<file path="src/rtl/gate_deglitcher_mc.sv">
// Multi-channel counter-based deglitcher: synchroniser + 4-state stability FSM per channel,
// separate rise/fall thresholds, 1-clock edge strobes. Optional glitch counters: GLITCH_CNT_EN.
module gate_deglitcher_mc #(
    parameter int N_CH        = 4,
    parameter int CNT_W       = 10,
    parameter int SYNC_STAGES = 2,
    parameter int INIT_LEVEL  = 0,
    parameter int GCNT_W      = 16,
    localparam int SEL_W      = (N_CH > 1) ? $clog2(N_CH) : 1
) (
    input  logic              clock,
    input  logic              nreset,
    input  logic [N_CH-1:0]   degl_in,
    input  logic [CNT_W-1:0]  rise_len,
    input  logic [CNT_W-1:0]  fall_len,
    output logic [N_CH-1:0]   degl_out,
    output logic [N_CH-1:0]   rise_stb,
    output logic [N_CH-1:0]   fall_stb,
    input  logic [SEL_W-1:0]  glitch_sel,
    input  logic              glitch_clr,
    output logic [GCNT_W-1:0] glitch_cnt
);

    typedef enum logic [1:0] {
        STABLE_LO = 2'd0,
        PEND_HI   = 2'd1,
        STABLE_HI = 2'd2,
        PEND_LO   = 2'd3
    } state_t;

    localparam logic   INIT_BIT   = (INIT_LEVEL != 0);
    localparam state_t STATE_INIT = INIT_BIT ? STABLE_HI : STABLE_LO;

    logic [SYNC_STAGES-1:0] sync_q [N_CH];
    logic [N_CH-1:0]        s;

    state_t           state_q [N_CH];
    state_t           state_d [N_CH];
    logic [CNT_W-1:0] cnt_q   [N_CH];
    logic [CNT_W-1:0] cnt_d   [N_CH];
    logic [CNT_W-1:0] cnt_sat [N_CH];
    logic [CNT_W:0]   cnt_p1  [N_CH];

    logic [N_CH-1:0] out_q, out_d;
    logic [N_CH-1:0] rise_q, rise_d;
    logic [N_CH-1:0] fall_q, fall_d;
    logic [N_CH-1:0] glitch;

    logic [CNT_W-1:0] l_rise, l_fall;

    // A zero length would never be reached by a counter starting at 1, so treat it as 1.
    assign l_rise = (rise_len == '0) ? CNT_W'(1) : rise_len;
    assign l_fall = (fall_len == '0) ? CNT_W'(1) : fall_len;

    always_comb begin
        for (int i = 0; i < N_CH; i++) begin
            s[i]       = sync_q[i][SYNC_STAGES-1];
            cnt_p1[i]  = {1'b0, cnt_q[i]} + (CNT_W+1)'(1);
            cnt_sat[i] = (&cnt_q[i]) ? cnt_q[i] : cnt_p1[i][CNT_W-1:0];
        end
    end

    // NOTE: every always_comb output gets a default first, so no path can infer a latch.
    always_comb begin
        for (int i = 0; i < N_CH; i++) begin
            state_d[i] = state_q[i];
            cnt_d[i]   = cnt_q[i];
        end
        out_d  = out_q;
        rise_d = '0;
        fall_d = '0;
        glitch = '0;

        for (int i = 0; i < N_CH; i++) begin
            case (state_q[i])
                STABLE_LO: begin
                    if (s[i]) begin
                        cnt_d[i] = CNT_W'(1);
                        if (l_rise == CNT_W'(1)) begin
                            state_d[i] = STABLE_HI;
                            out_d[i]   = 1'b1;
                            rise_d[i]  = 1'b1;
                        end else begin
                            state_d[i] = PEND_HI;
                        end
                    end
                end
                PEND_HI: begin
                    if (!s[i]) begin
                        state_d[i] = STABLE_LO;
                        cnt_d[i]   = '0;
                        glitch[i]  = 1'b1;
                    end else begin
                        cnt_d[i] = cnt_sat[i];
                        // >= so a threshold lowered mid-pend takes effect on the next clock.
                        if (cnt_p1[i] >= {1'b0, l_rise}) begin
                            state_d[i] = STABLE_HI;
                            out_d[i]   = 1'b1;
                            rise_d[i]  = 1'b1;
                        end
                    end
                end
                STABLE_HI: begin
                    if (!s[i]) begin
                        cnt_d[i] = CNT_W'(1);
                        if (l_fall == CNT_W'(1)) begin
                            state_d[i] = STABLE_LO;
                            out_d[i]   = 1'b0;
                            fall_d[i]  = 1'b1;
                        end else begin
                            state_d[i] = PEND_LO;
                        end
                    end
                end
                PEND_LO: begin
                    if (s[i]) begin
                        state_d[i] = STABLE_HI;
                        cnt_d[i]   = '0;
                        glitch[i]  = 1'b1;
                    end else begin
                        cnt_d[i] = cnt_sat[i];
                        if (cnt_p1[i] >= {1'b0, l_fall}) begin
                            state_d[i] = STABLE_LO;
                            out_d[i]   = 1'b0;
                            fall_d[i]  = 1'b1;
                        end
                    end
                end
                default: state_d[i] = STATE_INIT;
            endcase
        end
    end

    // NOTE: sequential state uses non-blocking assignments so all flops update together.
    always_ff @(posedge clock or negedge nreset) begin
        if (!nreset) begin
            for (int i = 0; i < N_CH; i++) begin
                sync_q[i]  <= {SYNC_STAGES{INIT_BIT}};
                state_q[i] <= STATE_INIT;
                cnt_q[i]   <= '0;
            end
            out_q  <= {N_CH{INIT_BIT}};
            rise_q <= '0;
            fall_q <= '0;
        end else begin
            for (int i = 0; i < N_CH; i++) begin
                sync_q[i]  <= {sync_q[i][SYNC_STAGES-2:0], degl_in[i]};
                state_q[i] <= state_d[i];
                cnt_q[i]   <= cnt_d[i];
            end
            out_q  <= out_d;
            rise_q <= rise_d;
            fall_q <= fall_d;
        end
    end

    assign degl_out = out_q;
    assign rise_stb = rise_q;
    assign fall_stb = fall_q;

`ifdef GLITCH_CNT_EN
    logic [GCNT_W-1:0] gcnt_q [N_CH];
    logic [GCNT_W-1:0] gcnt_rd;
    logic [GCNT_W-1:0] glitch_cnt_q;

    // Selects that match no channel fall through to zero.
    always_comb begin
        gcnt_rd = '0;
        for (int i = 0; i < N_CH; i++) begin
            if (glitch_sel == SEL_W'(i)) gcnt_rd = gcnt_q[i];
        end
    end

    always_ff @(posedge clock or negedge nreset) begin
        if (!nreset) begin
            for (int i = 0; i < N_CH; i++) gcnt_q[i] <= '0;
            glitch_cnt_q <= '0;
        end else begin
            for (int i = 0; i < N_CH; i++) begin
                if (glitch_clr)
                    gcnt_q[i] <= '0;
                else if (glitch[i] && !(&gcnt_q[i]))
                    gcnt_q[i] <= gcnt_q[i] + GCNT_W'(1);
            end
            glitch_cnt_q <= gcnt_rd;
        end
    end

    assign glitch_cnt = glitch_cnt_q;
`else
    logic unused_glitch;
    assign unused_glitch = ^{glitch_sel, glitch_clr, glitch};
    assign glitch_cnt    = '0;
`endif

endmodule

</file>
<file path="config.mk">
export PLATFORM = sky130hd
export DESIGN_NAME = gate_deglitcher_mc
export DESIGN_NICKNAME = d
export VERILOG_FILES = /design/src/rtl/gate_deglitcher_mc.sv
export SDC_FILE = /design/constraint.sdc
export NUM_CORES = 1
export LEC_CHECK = 0
export CORE_MARGIN = 1.5
export CORE_UTILIZATION = 58
export CTS_CLUSTER_SIZE = 12
export DETAILED_ROUTE_END_ITERATION = 8
export GPL_TIMING_DRIVEN = 0
export PLACE_DENSITY = 0.88
export RECOVER_POWER = 25
export SYNTH_ARGS = -nofsm -noshare
export SYNTH_HDL_FRONTEND = slang
export SYNTH_SLANG_ARGS = --single-unit
</file>
<file path="constraint.sdc">
create_clock -name clock -period 3.3 [get_ports clock]
set_clock_uncertainty 0.2 [all_clocks]
set_input_delay 0.495 -clock clock [delete_from_list [all_inputs] [get_ports clock]]
set_output_delay 0.495 -clock clock [all_outputs]
set_load 0.005 [all_outputs]
</file>
==> results of run 1 <==
[logic make-up after synthesis]
logic type,after synthesis
AOI/OAI and AO/OA,173
xor gates and xnor gates,39
adders and majority gates,83
buffers and inverters,74
DFF,68
muxes,3
other,1
and+or+nand+nor,207
[cell usage in the layout, fill, tap and decap left out, types with 5 or more instances in the layout]
| master | instances |
|---|---|
| o21ai_0 | 57 |
| conb_1 | 16 |
| and2_1 | 6 |
| xor2_1 | 15 |
| clkbuf_8 | 11 |
| nand2b_1 | 13 |
| nor2b_1 | 5 |
| a31oi_1 | 6 |
| clkbuf_1 | 12 |
| and3_1 | 19 |
| nand4_1 | 9 |
| dfrtp_1 | 64 |
| buf_4 | 23 |
| clkdlybuf4s50_1 | 30 |
| a21oi_1 | 32 |
| ha_1 | 80 |
| a21o_1 | 15 |
| nor3_1 | 8 |
| nand2_1 | 39 |
| inv_1 | 38 |
| o22ai_1 | 6 |
| xnor2_1 | 18 |
| nand3_1 | 23 |
| nor2_1 | 56 |
[worst max-delay path: cells and delay by family]
family	cells	cell delay [ns]
AO/OA/AOI/OAI	5	1.20
adder cells (fa/ha/maj)	1	0.23
buffers and inverters	1	0.46
AND/OR/NAND/NOR	4	0.95
[what timing repair did]
| action | CTS | global route |
|---|---|---|
| hold buffers | 0 | 0 |
| resized for setup | 9 | 38 |
| pin swaps | 1 | 8 |
| setup endpoints to repair | 18 | 19 |
| setup buffers | 0 | 7 |
[metal layers]
layer	part of all wire	track usage	up-vias
met2	0.50	0.484	253
met4	0.042	0.125	0
li1	-	-	2434
met3	0.061	0.0400	70
met5	0	0	-
met1	0.40	0.350	2518
[sequential cells by signal, summed over array words and instances (netlist names)]
name / count
cnt_q: 40
state_q: 8
degl_out: 4
fall_stb: 4
rise_stb: 4
s: 4
sync_q: 4
[power by group]
part	switching, uW	internal (uW)	total (uW)
clock	334	361	695
combinational	902	693	1600
sequential	151	986	1140
total	1390	2040	3430
[final cells by class]
class	count	area (um^2)
Tap cell	129	161
Buffer	32	206
Fill cell	664	2730
Clock inverter	5	52.6
Multi-Input combinational cell	521	3770
Timing Repair Buffer	44	423
Sequential cell	68	1710
Clock buffer	10	138
Inverter	38	143
[stage by stage]
step                      cell area (um^2)  std cells  total power [uW]
after global placement                6200        829              2510
final                                 6600        847              3430
after CTS                             6400        842              3310
after global routing                  6600        847              3650
after floorplan                       5670        663              2150
after detailed placement              6200        829              2610
[worst max-delay path by stage]
| stage | startpoint | to | slack [ns] |
|---|---|---|---|
| final | rise_len[5] | state_q[1] | 0.03 |
| after global routing | rise_len[5] | state_q[1] | -0.05 |
| after CTS | rise_len[4] | state_q[1] | 0.01 |
| after detailed placement | rise_len[4] | state_q[1] | -0.72 |
| after global placement | nreset | cnt_q[11] | -0.74 |
| after floorplan | rise_len[4] | state_q[1] | 0.37 |
==> summary.md, run 1 <==
| Metric | Value |
|---|---|
| Slew @ Worst Pin | `1.70 ns` |
| Routed len/inst | `17.4 um` |
| CP required | `3.35 ns` |
| Initial antenna violation count | `0` |
| Fraction of registers with async set/reset | `1.00` |
| GP Congestion | `0.974` |
| Max FO, Critical Path | `7` |
| Total CTS buffers | `9` |
| Worst r2r src | `cnt_q[30]` |
| Largest net degree at the start of global routing | `69` |
| Final setup fails | `0` |
| Die area | `between 10000 and 15000 um^2` |
| CTS tree | `built` |
| Share of the synthesized area in the top cell type | `0.303` |
| Outcome | `finished, violations left` |
| Leakage | `~0.0033 uW` |
| Chip Height | `between 100 and 150 um` |
| R2r setup slk | `between 0.15 and 0.2 ns` |
| Crit path DAT | `approximately 3.3 ns` |
| Iter 0 DRT Violations | `slightly below 300` |
| Distinct cells, synth | `61` |
| CP Class | `input pin to flip-flop` |
| Most used DFF post-synth | `dfrtp_1` |
| Mux share of post-synthesis cell area | `0.00535` |
| Synth Area in Simple Gates | `0.186` |
| Worst hold slack | `about 0.15 ns` |
| Clock Tree Buf Depth | `2` |
| Vias in the first global route | `roughly 4900` |
| CTS Root Cell | `clkbuf_8` |
| Main combinational cell family by area after synthesis | `compound AO/OA/AOI/OAI gates` |
| Hold path start | `sync_q[2]` |
| Compound-Gate Fraction of Synth Area | `0.193` |
| Vias post-DR | `approximately 5300` |
| DRC | `0` |
| VDD IR max | `roughly 0.42 mV` |
| Period utilization | `0.992` |
| Synthesis Warnings | `0` |
| FMAX | `306 MHz` |
| R2R cell count | `11` |
| Clk_lat worst skew | `roughly 0.36 ns` |
| Layout cells sized above 1 | `0.123` |
| Final ANT Viol Nets | `0` |
| Cell with the most instances after synthesis | `ha_1` |
| Final min period | `roughly 3.3 ns` |
| FF+latch count, synth | `a little under 70` |
| Layout Nets | `826` |
| Initial Utilization | `0.602` |
| Total gr overflow | `0` |
| Post-synthesis sequential area ratio | `0.303` |
| Post-synth EDFFs | `0` |
| Commonest cells post-synth | `ha_1 (83), dfrtp_1 (68), nor2_1 (59), o21ai_0 (59), nand2_1 (39)` |
| Worst-path cell chain | `clkdlybuf4s50_1, nor4_2, and4_4, or2_4, ha_1, nand2b_1, a211oi_2, o21ai_1, a221oi_2, a31oi_2, o211a_1` |
| Final hold vios | `0` |
| Slew Viols, Final | `69` |
| Max-slew headroom | `-0.131` |
| IO buf count | `37` |
| Row cnt | `35` |
| Post-Route Setup TNS | `0 ns` |
| Post-synthesis xor/xnor area fraction | `0.0609` |
| Crit. End Element | `flip-flop` |
| Post-Synth Adder-Cell Area | `0.185` |
| Power Density | `a little over 500 nW/um^2` |
| Clock-pin slew on the worst setup and hold paths | `approximately 0.07 ns` |
| Hold Crit Depth | `0` |
| Num ports | `between 50 and 60` |
| Detailed-route wire length | `~15 mm` |
| Tightest Hold Check Type | `flip-flop to flip-flop` |
| Final worst setup slack | `0.0268 ns` |
| Synth Instances | `648` |
| Maxcap violations | `1` |
| TritonRoute pass-1 iters | `5` |
| Die width | `approximately 100 um` |
| Pre-CTS setup slack | `-0.720 ns` |
| # diodes | `0` |
| Largest area contributor in the netlist | `dfrtp_1` |
| Core ar. | `between 9000 and 10000 um^2` |
| Clk sinks | `just under 70` |
| Gr usage total | `0.281` |
| Reg-to-Reg End | `degl_out[0]` |
| Synth area leaders | `dfrtp_1 (30%), ha_1 (19%), o21ai_0 (5.3%), nor2_1 (3.9%), xnor2_1 (3.4%)` |
| Mean Syn Cell Area | `about 8.7 um^2` |
| Hold-critical path endpoint | `s[2]` |
| H-tree depth | `3` |
| CP max-delay cell | `clkdlybuf4s50_1` |
| Worst path max stage delay | `about 0.46 ns` |
| Fin util | `0.708` |
| Area growth from synthesis to layout | `17.7%` |
| Synth Cell Area | `about 5600 um^2` |
| Violated checks | `max-capacitance violations, max-slew violations` |
| First-pass GRT wire length | `~23 mm` |
| Via/cell ratio | `between 6 and 7` |
| Startpoint Class | `input pin` |
| Post-DP HPWL | `approximately 10 mm` |
Note: power is estimated with default switching activity, not from simulation.
==> inputs of run 2 (changes only) <==
--- a/config.mk
+++ b/config.mk
@@ -9,7 +9,6 @@
 export CORE_UTILIZATION = 58
 export CTS_CLUSTER_SIZE = 12
 export DETAILED_ROUTE_END_ITERATION = 8
-export GPL_TIMING_DRIVEN = 0
 export PLACE_DENSITY = 0.88
 export RECOVER_POWER = 25
 export SYNTH_ARGS = -nofsm -noshare
==> run 2 against run 1 <==
- the flow still finishes with violations (max-capacitance violations, max-slew violations)
- critical path depth is the same
- fmax grew 0.75%
- first-iteration DRC count grew 11%
- final area shrank 2.8%
- sequential power grew 5%
- global-route usage grew 0.35 points
- die area is the same
- non-clock buffer count shrank 13
- count of clock-buffer cells in the layout is the same
- combinational power shrank 8%
- clock power grew 8.1%
- cell count shrank 1.5%
- critical path type unchanged
==> summary.md, run 2 (synthesized netlist as in run 1, its figures left out) <==
| Metric | Value |
|---|---|
| Outcome | `finished, violations left` |
| Violated checks | `max-capacitance violations, max-slew violations` |
| Via/cell ratio | `6.26 (+0.56%)` |
| Die width | `101 um (unchanged)` |
| Period utilization | `0.985 (-0.00736)` |
| Final ANT Viol Nets | `0 (unchanged)` |
| Clk_lat worst skew | `0.36 ns (about the same)` |
| Die area | `10300 um^2 (unchanged)` |
| Slew Viols, Final | `69 (unchanged)` |
| Buf+Inv Stages, Crit Path | `1 (unchanged)` |
| Non-Filler Instances | `834 (-1.5%)` |
| CP required | `3.34 ns (about the same)` |
| Largest register FFs | `40 (unchanged)` |
| Largest regs | `cnt_q x40, state_q x8` |
| Layout Nets | `813 (-1.6%)` |
| FMAX | `308 MHz (+0.75%)` |
| Cell count after placement | `819 (-1.2%)` |
| GP Congestion | `0.904 (-7.2%)` |
| VDD IR max | `0.401 mV (-4.8%)` |
| CP Class | `input pin to flip-flop` |
| Hold-critical path endpoint | `s[1]` |
| Vias in the first global route | `4949 (+0.45%)` |
| Num ports | `57 (unchanged)` |
| Largest reg by FF count | `cnt_q` |
| Final min period | `3.25 ns (-0.0243 ns)` |
| Reg-to-Reg End | `fall_stb[0]` |
| Total CTS buffers | `9 (unchanged)` |
| Core ar. | `9330 um^2 (unchanged)` |
| H-tree depth | `3 (unchanged)` |
| Hold Crit Depth | `0 (unchanged)` |
| Initial antenna violation count | `0 (unchanged)` |
| Worst path max stage delay | `0.50 ns (+0.04 ns)` |
| Highest-count cells in the layout ignoring fill and taps | `ha_1 (82), dfrtp_1 (66), o21ai_0 (59), nor2_1 (58), nand2_1 (39)` |
| Detailed-route wire length | `14.6 mm (-1.2%)` |
| Worst r2r src | `cnt_q[30]` |
| CTS tree | `built` |
| Crit. End Element | `flip-flop` |
| Fillcell total | `672 (+1.2%)` |
| R2r setup slk | `0.08 ns (-0.11 ns)` |
| Clock-pin slew on the worst setup and hold paths | `0.08 ns (about the same)` |
| Clk sinks | `68 (unchanged)` |
| Commonest non-fill, non-tap cell in the layout | `ha_1` |
| Final hold vios | `0 (unchanged)` |
| Total power | `3430 uW (about the same)` |
| Leakage | `0.00324 uW (-2.6%)` |
| CTS Root Cell | `clkbuf_8` |
| # diodes | `0 (unchanged)` |
| Max-slew headroom | `-0.130 (+0.00151)` |
| Worst path top cell family by delay | `compound AO/OA/AOI/OAI gates` |
| IO buf count | `37 (unchanged)` |
| Crit path DAT | `3.29 ns (-0.03 ns)` |
| Gr usage total | `0.284 (+0.00354)` |
| Chip Height | `101 um (unchanged)` |
| Tightest Hold Check Type | `flip-flop to flip-flop` |
| Final setup fails | `0 (unchanged)` |
| Slew @ Worst Pin | `1.69 ns (-0.00227 ns)` |
| Worst-path cell chain | `clkdlybuf4s50_1, nor3_1, and4_1, or2_2, ha_1, nand2b_1, a211oi_1, o21ai_0, a221oi_2, a31oi_2, o211a_1` |
| Total gr overflow | `0 (unchanged)` |
| Row cnt | `35 (unchanged)` |
| Max FO, Critical Path | `4 (-3)` |
| R2R cell count | `13 (+2)` |
| DRC | `0 (unchanged)` |
| TritonRoute pass-1 iters | `5 (unchanged)` |
| First-pass GRT wire length | `22.8 mm (+0.39%)` |
| Routed len/inst | `17.4 um (+0.34%)` |
| Iter 0 DRT Violations | `326 (+11%)` |
| Power Density | `534 nW/um^2 (+2.9%)` |
| Largest net degree at the start of global routing | `69 (unchanged)` |
| Hold-fix buffer count after cts | `0 (unchanged)` |
| Area growth from synthesis to layout | `14.3%` |
| Final worst setup slack | `0.0511 ns (+0.0243 ns)` |
| Hold path start | `sync_q[4]` |
| Pre-CTS setup slack | `-0.196 ns (+0.524 ns)` |
| CP max-delay cell | `clkdlybuf4s50_1` |
| Layout cells sized above 1 | `0.0908 (-0.0318)` |
| Post-DP HPWL | `10.6 mm (+3.0%)` |
| Vias post-DR | `5223 (-0.99%)` |
| Clock Tree Buf Depth | `2 (unchanged)` |
| Startpoint Class | `input pin` |
| Initial Utilization | `0.602 (unchanged)` |
| Levels on crit path | `11 (unchanged)` |
| Maxcap violations | `1 (unchanged)` |
## run 2: changes by cell type in the layout (fill, tap and decap cells not counted), sizes merged
cell	change
bufinv	+1
clkbuf	-13
clkdlybuf4s50	+2
clkinv	-1
dlymetal6s2s	-2
## run 2: per-stage QoR
stage	area [um^2]	util	hold WS (ns)	setup TNS [ns]
finish	6410	0.688	0.151	0
global route	6410	0.688	0.160	-0.203
CTS	6370	0.683	0.151	0
detailed placement	6160	0.661	0.136	-1.26
global placement	6160	0.661	0.132	-0.207
floorplan	5670	-	-0.000591	0
## run 2: worst reg2reg max path: cells and delay by family (launching register included)
family / cells / cell delay, ns
flip-flops: 1 / 0.45
adder cells (fa/ha/maj): 2 / 0.55
AO/OA/AOI/OAI: 3 / 0.62
buffers and inverters: 1 / 0.10
AND/OR/NAND/NOR: 6 / 0.89
XOR/XNOR: 1 / 0.29
## run 2: timing repair
| action | 4_1_cts | 5_1_grt |
|---|---|---|
| gates resized for setup | 1 | 11 |
| buffers inserted | 0 | 0 |
| pin swaps | 0 | 2 |
| endpoints found under the setup margin | 3 | 14 |
## run 2: area by class of cell
| type | count | area [um^2] | area share |
|---|---|---|---|
| clock buffer | 10 | 128 | 0.0199 |
| clock inverter | 5 | 77.6 | 0.0121 |
| inverter | 38 | 143 | 0.0222 |
| multi-input combinational | 521 | 3640 | 0.568 |
| sequential | 68 | 1700 | 0.266 |
| tap | 129 | 161 | 0.0252 |
| timing repair buffer | 63 | 558 | 0.0870 |
## run 2: worst max-delay path by stage
| stage | startpoint | endpoint | slack (ns) |
|---|---|---|---|
| CTS | cnt_q[30] | degl_out[0] | 0.04 |
| floorplan | rise_len[4] | state_q[1] | 0.37 |
| global route | rise_len[4] | state_q[1] | -0.08 |
| finish | rise_len[1] | state_q[1] | 0.05 |
| detailed placement | rise_len[1] | state_q[1] | -0.20 |
| global placement | rise_len[1] | state_q[1] | -0.09 |
## run 2: where the power goes
| group | switching [uW] | total, uW | leakage [uW] | internal (uW) |
|---|---|---|---|---|
| clock | 332 | 751 | 0.000102 | 419 |
| combinational | 822 | 1480 | 0.00225 | 657 |
| sequential | 214 | 1200 | 0.000886 | 983 |
## run 2: layer usage
layer	global-route usage	up-vias	routed length, um
met5	0	-	0
met4	0.144	0	619
met3	0.0442	63	870
met2	0.488	233	7180
met1	0.347	2519	5880
li1	-	2408	-
==> inputs of run 3 (changes only) <==
--- a/config.mk
+++ b/config.mk
@@ -5,7 +5,7 @@
 export SDC_FILE = /design/constraint.sdc
 export NUM_CORES = 1
 export LEC_CHECK = 0
-export CORE_MARGIN = 1.5
+export CORE_MARGIN = 5
 export CORE_UTILIZATION = 58
 export CTS_CLUSTER_SIZE = 12
 export DETAILED_ROUTE_END_ITERATION = 8
==> run 3 against run 2 <==
- the flow still finishes with violations (max-capacitance violations, max-slew violations)
- worst hold slack improved by 0.0020 ns
- total power shrank 5.1%
- register-to-register slack better by 0.07 ns
- sequential power about the same
- cell count is 0.60% higher
- fmax increased by 2.1%
- highest routed layer unchanged
- clock power is 20% lower
- wire length is 0.27% lower
- final area grew 0.47%
- non-clock buffer count increased by 1
- critical endpoint is now state_q[3]
- combinational power is essentially flat
==> summary.md, run 3 (synthesized netlist as in run 1, its figures left out) <==
| Metric | Value |
|---|---|
| Int Pwr | `1900 uW (-7.6%)` |
| Num ports | `57 (unchanged)` |
| Clock Tree Buf Depth | `2 (unchanged)` |
| Clk sinks | `68 (unchanged)` |
| Vias post-DR | `5131 (-1.8%)` |
| Post-DP Area | `6180 um^2 (+0.28%)` |
| # diodes | `0 (unchanged)` |
| Comb power frac | `0.446 (+0.014)` |
| Iter 0 DRT Violations | `350 (+7.4%)` |
| First-pass GRT wire length | `23.3 mm (+2.4%)` |
| Cell count after placement | `823 (+0.49%)` |
| Post-Route Setup TNS | `0 ns (unchanged)` |
| Highest-count cells in the layout ignoring fill and taps | `ha_1 (81), dfrtp_1 (65), o21ai_0 (57), nor2_1 (56), nand2_1 (39)` |
| Final ANT Viol Nets | `0 (unchanged)` |
| Total gr overflow | `0 (unchanged)` |
| Commonest non-fill, non-tap cell in the layout | `ha_1` |
| Leakage | `0.00326 uW (+0.56%)` |
| Area of the multi-input gates | `3690 um^2 (+1.4%)` |
| Post-route cell area | `6440 um^2 (+0.47%)` |
| CTS tree | `built` |
| Maxcap violations | `1 (unchanged)` |
| Slew Viols, Final | `33 (-52%)` |
| Gr usage total | `0.250 (-0.0342)` |
| FMAX | `314 MHz (+2.1%)` |
| Outcome | `finished, violations left` |
| Vias in the first global route | `5066 (+2.4%)` |
| Fin util | `0.672 (-0.0160)` |
| Layout cells sized above 1 | `0.105 (+0.0140)` |
| Routed len/inst | `17.3 um (-0.86%)` |
| Non-Filler Instances | `839 (+0.60%)` |
| CTS Root Cell | `clkbuf_8` |
| Crit. End Element | `flip-flop` |
| Row cnt | `36 (+2.9%)` |
| Total power | `3250 uW (-5.1%)` |
| Power share of the clock group | `0.185 (-0.034)` |
| DRC | `0 (unchanged)` |
| Startpoint Class | `input pin` |
| Slew @ Worst Pin | `1.92 ns (+0.227 ns)` |
| Sw Pwr | `1350 uW (-1.4%)` |
| H-tree depth | `3 (unchanged)` |
| Max-slew headroom | `-0.281 (-0.151)` |
| Die width | `108 um (+6.9%)` |
| Chip Height | `108 um (+6.9%)` |
| Die area | `11700 um^2 (+14%)` |
| Crit path DAT | `3.20 ns (-0.09 ns)` |
| IO buf count | `37 (unchanged)` |
| Clk_lat worst skew | `0.36 ns (about the same)` |
| Detailed-route wire length | `14.5 mm (-0.27%)` |
| Final hold vios | `0 (unchanged)` |
| Violated checks | `max-capacitance violations, max-slew violations` |
| Clock-pin slew on the worst setup and hold paths | `0.07 ns (about the same)` |
| Post-DP HPWL | `10.9 mm (+3.1%)` |
| Total CTS buffers | `9 (unchanged)` |
| Initial Utilization | `0.585 (-0.0167)` |
| Via/cell ratio | `6.12 (-2.3%)` |
| GP Congestion | `0.912 (+0.84%)` |
| Area growth from synthesis to layout | `14.8%` |
| Hold-fix buffer count after cts | `0 (unchanged)` |
| Largest register FFs | `40 (unchanged)` |
| Sw Ratio | `0.415 (+0.0155)` |
| Core ar. | `9590 um^2 (+2.9%)` |
| Tightest Hold Check Type | `flip-flop to flip-flop` |
| Fillcell total | `696 (+3.6%)` |
| CP Class | `input pin to flip-flop` |
| Period utilization | `0.964 (-0.0201)` |
| Final setup fails | `0 (unchanged)` |
| Layout Nets | `814 (+0.12%)` |
| Final min period | `3.18 ns (-0.0665 ns)` |
| VDD IR max | `0.439 mV (+9.4%)` |
| Max FO, Critical Path | `4 (unchanged)` |
| TritonRoute pass-1 iters | `6 (+1)` |
| Largest net degree at the start of global routing | `37 (-46%)` |
| Flop pwr share | `0.369 (+0.020)` |
| Power Density | `504 nW/um^2 (-5.6%)` |
| CP required | `3.31 ns (-0.03 ns)` |
| Largest reg by FF count | `cnt_q` |
| Initial antenna violation count | `0 (unchanged)` |
| Largest regs | `cnt_q x40, state_q x8` |
| FF+latch area | `1710 um^2 (about the same)` |
-- run 3: changes by cell type in the layout (fill, tap and decap cells not counted), sizes merged --
cell      previous run  this run
buf                 26        27
clkinvlp             1         2
clkinv               2         3
bufinv               2         0
-- run 3: worst max-delay path: stages --
cell             delay (ns)
clkdlybuf4s50_1        0.53
nor3_1                 0.07
and4_1                 0.23
or2_2                  0.32
buf_4                  0.14
ha_1                   0.25
nand2b_1               0.14
a21o_1                 0.18
a21oi_1                0.14
o21ai_0                0.13
a211oi_1               0.39
o21ai_0                0.17
-- run 3: final cells by class --
type,instances,area share
well taps,133,0.0258
clock buffers,10,0.0198
flip-flops and latches,68,0.265
clock inverters,5,0.00466
repair buffers,64,0.0899
multi-input cells,521,0.573
inverters,38,0.0221
-- run 3: power by group through the flow --
| stage | registers [uW] | logic, uW | clock network (uW) |
|---|---|---|---|
| 6_report | 1200 | 1450 | 600 |
| 5_1_grt | 1220 | 1630 | 631 |
| 4_1_cts | 1190 | 1380 | 603 |
| 3_5_place_dp | 1200 | 1380 | 0 |
| 3_3_place_gp | 1190 | 1280 | 0 |
| 2_1_floorplan | 1110 | 1040 | 0 |
-- run 3: final timing paths --
kind	start	end	slack (ns)	cells after the start
worst max-delay path	rise_len[1]	state_q[3]	0.12	12
worst min-delay path	sync_q[2]	s[2]	0.15	0
worst max register to register	cnt_q[10]	state_q[2]	0.15	11
worst min register to register	sync_q[2]	s[2]	0.15	0
max in group asynchronous	nreset	cnt_q[20]	1.18	1
min in group asynchronous	nreset	cnt_q[38]	0.45	1
-- run 3: what timing repair did --
| action | in CTS | in global routing |
|---|---|---|
| gates resized for setup | 2 | 23 |
| buffers inserted | 0 | 1 |
| endpoints found under the setup margin | 4 | 18 |
| pin swaps | 0 | 2 |
-- run 3: through the flow --
step                setup slack (ns)  hold WS [ns]
finish                         0.118         0.153
global route                 -0.0415         0.155
CTS                           0.0224        0.0432
detailed placement            -0.266         0.136
global placement              -0.236         0.133
floorplan                      0.371     -0.000591
-- run 3: layer usage --
metal	track usage	wire [um]
met3	0.0490	948
met5	0	0
met2	0.429	6900
met1	0.292	5880
met4	0.140	780
